<file path="src/rtl/cache_pkg.sv">
`default_nettype none
// +----------------------------------------------------------------------+
// | cache_pkg : shared types and constants for the data cache             |
// | Rev 1.0                                                               |
// +----------------------------------------------------------------------+
package cache_pkg;

  typedef enum logic [1:0] {
    IDLE  = 2'd0,
    FILL  = 2'd1,
    WBACK = 2'd2
  } state_e;

  localparam logic [2:0] LB  = 3'b000;
  localparam logic [2:0] LH  = 3'b001;
  localparam logic [2:0] LW  = 3'b010;
  localparam logic [2:0] LBU = 3'b100;
  localparam logic [2:0] LHU = 3'b101;
  localparam logic [2:0] SB  = 3'b000;
  localparam logic [2:0] SH  = 3'b001;
  localparam logic [2:0] SW  = 3'b010;

  function automatic int index_bits(input int set_bits);
    return set_bits;
  endfunction

  // Tag covers everything above the index and the 2-bit byte offset.
  function automatic int tag_bits(input int set_bits);
    return 32 - set_bits - 2;
  endfunction

endpackage
`default_nettype wire

</file>
<file path="src/rtl/load_extend.sv">
`default_nettype none
// +----------------------------------------------------------------------+
// | load_extend : byte/half/word select with sign or zero extension       |
// | Rev 1.0                                                               |
// +----------------------------------------------------------------------+
module load_extend
  import cache_pkg::*;
(
  input  logic [31:0] word_i,
  input  logic [1:0]  offset_i,
  input  logic [2:0]  funct3_i,
  output logic [31:0] result_o
);

  logic [7:0]  w_byte;
  logic [15:0] w_half;

  always_comb begin
    w_byte = word_i[7:0];
    case (offset_i)
      2'd0: w_byte = word_i[7:0];
      2'd1: w_byte = word_i[15:8];
      2'd2: w_byte = word_i[23:16];
      2'd3: w_byte = word_i[31:24];
      default: w_byte = word_i[7:0];
    endcase
    w_half = offset_i[1] ? word_i[31:16] : word_i[15:0];
  end

  always_comb begin
    result_o = 32'd0;
    case (funct3_i)
      LB:  result_o = {{24{w_byte[7]}}, w_byte};
      LBU: result_o = {24'd0, w_byte};
      LH:  result_o = {{16{w_half[15]}}, w_half};
      LHU: result_o = {16'd0, w_half};
      LW:  result_o = word_i;
      default: result_o = 32'd0;
    endcase
  end

endmodule
`default_nettype wire

</file>
<file path="src/rtl/data_cache.sv">
`default_nettype none
// +----------------------------------------------------------------------+
// | data_cache : direct-mapped, write-through, no-write-allocate D-cache  |
// | Rev 1.0                                                               |
// +----------------------------------------------------------------------+
module data_cache
  import cache_pkg::*;
#(
  parameter int DATA_WIDTH = 32,
  parameter int SET_BITS   = 3
) (
  input  logic                  clk,
  input  logic                  rst,
  input  logic [DATA_WIDTH-1:0] A,
  input  logic [DATA_WIDTH-1:0] WD,
  input  logic                  WE,
  input  logic                  RE,
  input  logic [2:0]            funct3,
  output logic [DATA_WIDTH-1:0] CD,
  output logic                  CH,
  output logic                  CV,
  output logic                  stall,
  output logic                  mem_req,
  output logic                  mem_we,
  output logic [DATA_WIDTH-1:0] mem_addr,
  output logic [DATA_WIDTH-1:0] mem_wd,
  output logic [2:0]            mem_funct3,
  input  logic [DATA_WIDTH-1:0] mem_rdata,
  input  logic                  mem_ack
);

  localparam int IDX_W = index_bits(SET_BITS);
  localparam int TAG_W = tag_bits(SET_BITS);
  localparam int SETS  = 1 << IDX_W;

  state_e                  state_q;
  logic                    mem_req_q;
  logic                    mem_we_q;
  logic                    stall_q;
  logic [SETS-1:0]         valid_q;
  logic [TAG_W-1:0]        tag_q  [SETS];
  logic [DATA_WIDTH-1:0]   data_q [SETS];

  logic [IDX_W-1:0]        w_index;
  logic [TAG_W-1:0]        w_tag;
  logic                    w_line_hit;
  logic                    w_load_ok;
  logic                    w_read_miss;
  logic [DATA_WIDTH-1:0]   w_ext;
  logic [DATA_WIDTH-1:0]   w_merged;

  assign w_index    = A[IDX_W+1:2];
  assign w_tag      = A[DATA_WIDTH-1:IDX_W+2];
  assign CV         = valid_q[w_index];
  assign w_line_hit = CV && (tag_q[w_index] == w_tag);
  assign w_load_ok  = (funct3 == LB) || (funct3 == LH) || (funct3 == LW) ||
                      (funct3 == LBU) || (funct3 == LHU);
  // A store in the same cycle takes priority, so it masks the read miss.
  assign w_read_miss = RE && !WE && w_load_ok && !w_line_hit;

  load_extend u_load_extend (
    .word_i   (data_q[w_index]),
    .offset_i (A[1:0]),
    .funct3_i (funct3),
    .result_o (w_ext)
  );

  assign CD = w_load_ok ? w_ext : '0;
  assign CH = RE && w_load_ok && w_line_hit && (state_q == IDLE);

  assign stall      = stall_q || ((state_q == IDLE) && (WE || w_read_miss));
  assign mem_req    = mem_req_q;
  assign mem_we     = mem_we_q;
  assign mem_addr   = mem_we_q ? A : {A[DATA_WIDTH-1:2], 2'b00};
  assign mem_wd     = WD;
  assign mem_funct3 = mem_we_q ? funct3 : LW;

  always_comb begin
    w_merged = data_q[w_index];
    case (funct3)
      SB: begin
        case (A[1:0])
          2'd0: w_merged[7:0]   = WD[7:0];
          2'd1: w_merged[15:8]  = WD[7:0];
          2'd2: w_merged[23:16] = WD[7:0];
          2'd3: w_merged[31:24] = WD[7:0];
          default: w_merged[7:0] = WD[7:0];
        endcase
      end
      SH: begin
        if (A[1]) w_merged[31:16] = WD[15:0];
        else      w_merged[15:0]  = WD[15:0];
      end
      SW: w_merged = WD;
      default: w_merged = data_q[w_index];
    endcase
  end

  always_ff @(posedge clk) begin
    if (rst) begin
      state_q   <= IDLE;
      mem_req_q <= 1'b0;
      mem_we_q  <= 1'b0;
      stall_q   <= 1'b0;
      valid_q   <= '0;
    end else begin
      case (state_q)
        IDLE: begin
          if (WE) begin
            state_q   <= WBACK;
            mem_req_q <= 1'b1;
            mem_we_q  <= 1'b1;
            stall_q   <= 1'b1;
          end else if (w_read_miss) begin
            state_q   <= FILL;
            mem_req_q <= 1'b1;
            mem_we_q  <= 1'b0;
            stall_q   <= 1'b1;
          end
        end
        FILL: begin
          if (mem_ack) begin
            state_q          <= IDLE;
            mem_req_q        <= 1'b0;
            stall_q          <= 1'b0;
            valid_q[w_index] <= 1'b1;
          end
        end
        WBACK: begin
          if (mem_ack) begin
            state_q   <= IDLE;
            mem_req_q <= 1'b0;
            mem_we_q  <= 1'b0;
            stall_q   <= 1'b0;
          end
        end
        default: begin
          state_q   <= IDLE;
          mem_req_q <= 1'b0;
          mem_we_q  <= 1'b0;
          stall_q   <= 1'b0;
        end
      endcase
    end
  end

  // Tag/data arrays carry no reset; rst only blocks a coincident update.
  always_ff @(posedge clk) begin
    if (!rst && mem_ack) begin
      if (state_q == FILL) begin
        data_q[w_index] <= mem_rdata;
        tag_q[w_index]  <= w_tag;
      end else if ((state_q == WBACK) && w_line_hit) begin
        data_q[w_index] <= w_merged;
      end
    end
  end

endmodule
`default_nettype wire

</file>
<file path="config.mk">
export PLATFORM = sky130hd
export DESIGN_NAME = data_cache
export DESIGN_NICKNAME = d
export VERILOG_FILES = /design/src/rtl/cache_pkg.sv /design/src/rtl/load_extend.sv /design/src/rtl/data_cache.sv
export SDC_FILE = /design/constraint.sdc
export NUM_CORES = 1
export LEC_CHECK = 0
export CORE_MARGIN = 2
export CORE_UTILIZATION = 40
export CTS_CLUSTER_DIAMETER = 80
export DETAILED_ROUTE_END_ITERATION = 10
export SYNTH_ARGS = -nofsm -noshare
export SYNTH_HDL_FRONTEND = slang
export SYNTH_SLANG_ARGS = --single-unit
</file>
<file path="constraint.sdc">
create_clock -name clk -period 4.4 [get_ports clk]
set_input_delay 0.66 -clock clk [delete_from_list [all_inputs] [get_ports clk]]
set_output_delay 0.66 -clock clk [all_outputs]
set_load 0.1 [all_outputs]
</file>
Word level (Yosys, flattened, before mapping)
Memories as Yosys holds them, arrays and structs flattened.
Index checks and enable logic that the tools add are counted.
Widths: inputs -> output; s select.
Word-level totals
  flip-flop bits (word level): 12
  RAM bits: 472
  input bits: 104
  output and inout port bits: 104
  logic and storage cells: 87
  memories: 2
Memory list
  data_q: words 8, bits a word 32, rd ports 1, clocked after memory_dff 0, wr ports 1, RTL line data_cache.sv:42  | logic [DATA_WIDTH-1:0] data_q [SETS];
  tag_q: words 8, bits a word 27, rd ports 1, clocked after memory_dff 0, wr ports 1, RTL line data_cache.sv:41  | logic [TAG_W-1:0] tag_q [SETS];
Operators by class
  order comparisons: 2
  equality and inequality tests: 13
  muxes and demuxes: 36
  bitwise gates (word level): 3
  reduce and logical (&&, ||, !) cells: 27
Operators with widths (count)
  $pmux 32 s5: 1
  $pmux 32 s3: 1
  $mux 32: 2
  $mux 16: 3
  $mux 8: 4
  $pmux 8 s4: 1
  $eq 27x27->1: 1
  $mux 1: 14
  $logic_and 1x1->1: 11
  $mux 2: 4
  $or 8x8->8: 1
  $eq 2x2->1 const B: 3
  $eq 3x3->1 const B: 2
  $logic_or 1x1->1: 6
  $eq 2x1->1 const B: 2
  $logic_not 2->1: 2
  $lt 3x4->1 const B: 1
  $pmux 2 s2: 1
  $reduce_and 2->1: 2
  $bmux 1 s3: 1
  $demux 1 s3: 1
  $eq 3x1->1 const B: 1
  $eq 3x2->1 const B: 1
  $ge 3x1->1 const B: 1
  other kinds (12): 14

Depth between registers and ports, before layout
  depth in word-level cells: 10
  mapped depth: 15
  depth with buffers taken out: 8

By module
From an unflattened synthesis, not the netlist that was laid out.
Unflattened totals
  cells, all modules: 1604
  area total of the unflattened synthesis: 22698.0 sq um
By module, submodules not included
  data_cache: times used 1, cells each 1476, area each 21632.0 sq um, seq. area each 14413.8 sq um
  load_extend: times used 1, cells each 128, area each 1066.0 sq um, seq. area each 0.0 sq um

Worst setup path before layout
No wires, ideal clock.
  path type: input to output
  start point: in A[4]
  end point: out CH
  arrival time: 5.084 ns
  data required time: 3.740 ns
  setup slack: -1.344 ns
  cell stages on the path: 10
  cells stage by stage: buf_2 inv_1 buf_1 buf_2 nand2_1 nand2_1 nand3_1 nor4_2 nand4_2 nor3b_1
Between the ends
  word-level cells in the longest chain between the ends: 5
Ends and longest elaborated chain
  from (decl): RTL line data_cache.sv:14  | input logic [DATA_WIDTH-1:0] A,
  $bmux 1 s3: RTL line data_cache.sv:54  | assign CV = valid_q[w_index];
  $mux 1 (not written as such): RTL line data_cache.sv:54
  net CV: RTL line data_cache.sv:21  | output logic CV,
  $logic_and 1x1->1: RTL line data_cache.sv:55  | assign w_line_hit = CV && (tag_q[w_index] == w_tag);
  $logic_and 1x1->1 (2 in a row): RTL line data_cache.sv:69  | assign CH = RE && w_load_ok && w_line_hit && (state_q == IDLE);
  to (decl): RTL line data_cache.sv:20  | output logic CH,
The timed path passes the listed nets, and every way through them passes these cells. The select of a mux whose other input is x is not followed.

Worst setup path in the final report
  start point: in A[4]
  end point: out CD[23]
Between the ends
  word-level cells in the longest chain between the ends: 4
Ends and longest elaborated chain
  $mem_v2 8x32 (*)
  $pmux 8 s4 / $mux 16 (equally long branches): RTL line load_extend.sv:20, load_extend.sv:27
  $pmux 32 s5 (*): RTL line load_extend.sv:32  | case (funct3_i)
  $mux 32 (*): RTL line data_cache.sv:68  | assign CD = w_load_ok ? w_ext : '0;
  to (decl): RTL line data_cache.sv:19  | output logic [DATA_WIDTH-1:0] CD,
Mark *: on every way between the ends. The rest lies on a longest branch, timed or not.

==> flow_metrics.env <==
export IMPL_cap_viol_max_count=0
export IMPL_cp_startpoint="A[4]"
export IMPL_clock_fmax_ghz=0.2332
export IMPL_endpoint_kind="output pin"
export IMPL_first_global_vias=12970
export IMPL_timing_setup_tns_ns=0
export IMPL_cpPeakStageDelay_ns=0.57
export IMPL_p_int_mw=8.014
export IMPL_power_leakage_nw=8.982
export IMPL_wl_per_cell_microns=25.73
export IMPL_finalWirelength_mm=58.84
export IMPL_synth_sequential_area_ratio=0.6879
export IMPL_power_switching_share=0.2646
export IMPL_clockRootBuffer="sky130_fd_sc_hd__clkbuf_16"
export IMPL_drt_pass1_iterations=8
export IMPL_clk_pin_slew_ns=0.06
export IMPL_status="complete, no violations"
export IMPL_final_hold_slack_ns=0.4498
export IMPL_whs_endpoint="valid_q[7]"
export IMPL_worstSkewPairLatency_ns=0.61
export IMPL_comb_power_share=0.146
export IMPL_layout_common_cells="sky130_fd_sc_hd__edfxtp_1 (472), sky130_fd_sc_hd__clkdlybuf4s50_1 (130), sky130_fd_sc_hd__buf_4 (126)"
export IMPL_primary_flip_flop_cell_chosen_by_synthesis_mapping="sky130_fd_sc_hd__edfxtp_1"
export IMPL_chipWidth_microns=232.9
export IMPL_crit_path_start_kind="input port"
export IMPL_core_rowCount=83
export IMPL_clock_skew_ns=0.02388
export IMPL_post_route_drc_violation_count=0
export IMPL_detailed_place_hpwl_mm=39.28
export IMPL_critPathTopFamily="buffers and inverters"
export IMPL_report_final_hold_viol_count=0
export IMPL_critical_path_buf_inv_count=6
export IMPL_finish_net_count=1670
export IMPL_die_height_microns=232.9
export IMPL_asyncSetResetFlopFracSynth=0
export IMPL_grt_first_pass_wirelength_mm=85.67
export IMPL_rr_endpoint="data_q[0][29]"
export IMPL_routed_via_count=13090
export IMPL_htree_num_levels=2
export IMPL_worst_hold_path_num_cells=1
export IMPL_synth_fp_nets=1440
export IMPL_port_buffer_count=207
export IMPL_clkSinkCount=484
export IMPL_pre_cts_ws_ns=-0.1535
export IMPL_timing_critical_path_mode_cell="sky130_fd_sc_hd__buf_4"
export IMPL_synthesis_area_sq_um=20950
export IMPL_finalCritPeriodShare=0.9746
export IMPL_postRouteAntennaNets=0
export IMPL_power_per_cell_area_nw_per_um2=416.8
export IMPL_unrepaired_setup_endpoints_after_global_routing="no"
export IMPL_post_cts_setup_bufs=0
export IMPL_core_area_sq_um=51510
export IMPL_total_power_mw=10.90
export IMPL_grt_start_max_net_pins=47
export IMPL_cts_buffers_inserted=52
export IMPL_start_util=0.4068
export IMPL_worst_endpoint_arrival_ns=3.63
export IMPL_final_max_slew_violation_count=0
export IMPL_boundaryPins=208
export IMPL_fp_dieArea_sq_um=54230
export IMPL_timing_critical_path_fanout_max=30
export IMPL_synth_seq_cells=484
export IMPL_final_setup_worst_slack_ns=0.1117
export IMPL_critPathKind="in -> out"
export IMPL_ff2ff_path_depth=11
export IMPL_initial_detailed_routing_violation_count=1411
export IMPL_power_clock_fraction=0.387
export IMPL_cp_required_ns=3.74
export IMPL_power_switching_mw=2.884
export IMPL_area_growth_synth_to_final_pct=24.78
export IMPL_setup_viol_count_final=0
export IMPL_seqPwrFrac=0.466
export IMPL_post_synth_inst_count=1333
export IMPL_slowest_stage_cell_cp="sky130_fd_sc_hd__a2111oi_2"
export IMPL_synth_edf_count=472
export IMPL_hold_path_startpoint="valid_q[7]"
export IMPL_grt_util_all_layers=0.2157
export IMPL_irDropWorstVdd_mv=0.2878
export IMPL_final_period_minus_worst_setup_slack_ns=4.288
export IMPL_initial_antenna_violation_count=1
export IMPL_gp_congestion=0.9385
export IMPL_r2r_start="tag_q[7][21]"
export IMPL_vias_per_cell=5.721
export IMPL_max_slew_margin=0.3206
export IMPL_ys_warn_count=0
export IMPL_cp_cell_sequence="buf_2 -> buf_4 -> buf_6 -> mux2_2 -> a2111oi_2 -> buf_4 -> mux2_2 -> mux2i_1 -> o211ai_2 -> buf_4 -> o21ai_1 -> buf_12"
export IMPL_synth_lib_cells_used_distinct=63
export IMPL_tritoncts="yes"
export IMPL_globalRoute_totalOverflow=0
export IMPL_regToRegSetupSlack_ns=0.96
export IMPL_post_route_cells_drive_above_1_share=0.2460
export IMPL_avgSynthCellArea_sq_um=15.72
export IMPL_slew_at_the_pin_closest_to_its_max_slew_limit_ns=1.016
export IMPL_layout_cells_most_common="sky130_fd_sc_hd__edfxtp_1"
export IMPL_cts_buffer_depth=3
export IMPL_class_of_the_tightest_hold_or_removal_check="reg -> reg"
[worst max-delay path by stage]
| stage | endpoint | slack (ns) | depth (start not counted) |
|---|---|---|---|
| after detailed placement | CD[26] | -0.15 | 12 |
| after global placement | CD[26] | -0.16 | 12 |
| after CTS | CD[26] | 0.05 | 12 |
| final | CD[23] | 0.11 | 12 |
| after global routing | CD[12] | 0.002 | 12 |
| after floorplan | CH | -0.36 | 10 |
[registers in the layout (all words and copies together), names as in the netlist]
signal and count:
data_q 256, state_q 2, mem_we 1, tag_q 216, valid_q 8, stall_q 1
[Yosys cell counts, drive strengths merged (14+ instances only)]
| library cell | instances | area, sq um |
|---|---|---|
| nand3 | 16 | 80.08 |
| and2 | 14 | 87.59 |
| mux2 | 55 | 619.3 |
| a22oi | 65 | 488.0 |
| mux4 | 39 | 878.3 |
| a21oi | 44 | 220.2 |
| clkbuf | 40 | 150.1 |
| o22ai | 20 | 125.1 |
| mux2i | 75 | 750.7 |
| buf | 103 | 715.7 |
| and3 | 21 | 131.4 |
| a22o | 19 | 166.4 |
| nor2 | 46 | 175.2 |
| a221oi | 32 | 280.3 |
| nand2 | 59 | 221.5 |
| edfxtp | 472 | 14170 |
| o21ai | 49 | 245.2 |
[layout make-up]
type	count	area, sq um
Antenna cell	1	2.502
Tap cell	680	850.8
Sequential cell	484	14410
Fill cell	4307	25360
Inverter	12	45.04
Clock inverter	30	259.0
Clock buffer	67	1388
Timing Repair Buffer	319	3456
Multi-Input combinational cell	694	5731
[power groups by stage]
| stage | combinational (mW) | clock (mW) | sequential [mW] |
|---|---|---|---|
| 2_1_floorplan | 0.983 | 0 | 5.20 |
| 3_3_place_gp | 1.58 | 0 | 5.18 |
| 3_5_place_dp | 1.59 | 0 | 5.18 |
| 4_1_cts | 1.59 | 4.29 | 5.08 |
| 5_1_grt | 1.66 | 4.46 | 5.08 |
| 6_report | 1.59 | 4.22 | 5.08 |
[cells by family after synthesis]
logic type               after synthesis  synth area share
multiplexers                         169            0.1073
buffers and inverters                155           0.04347
AO/OA/AOI/OAI                        303            0.1031
XOR/XNOR                              17          0.007106
flip-flops                           484            0.6879
adder cells (fa/ha/maj)                3          0.001792
AND/OR/NAND/NOR                      202           0.04927
[per-layer routing]
layer,track usage,routed length [microns],vias up
met5,0,0,-
met4,0.07166,1641,0
met3,0.03824,4049,100
met2,0.3447,28310,552
met1,0.2988,24840,6669
li1,-,-,5764
[what timing repair did]
action,4_1_cts,5_1_grt
gates resized for setup,1,4
setup endpoints to repair,23,23
hold endpoints to repair,0,0
hold buffers,0,0
pin swaps,0,0
[stage by stage]
| stage | std cells | util | instance area, sq um |
|---|---|---|---|
| 5_1_grt | 2287 | 0.5076 | 26150 |
| 3_5_place_dp | 2189 | 0.4752 | 24480 |
| 3_3_place_gp | 2189 | 0.4752 | 24480 |
| 6_report | 2287 | 0.5076 | 26150 |
| 2_1_floorplan | 1333 | - | 21030 |
| 4_1_cts | 2286 | 0.5073 | 26130 |
Power figures use the tool's default switching activity.
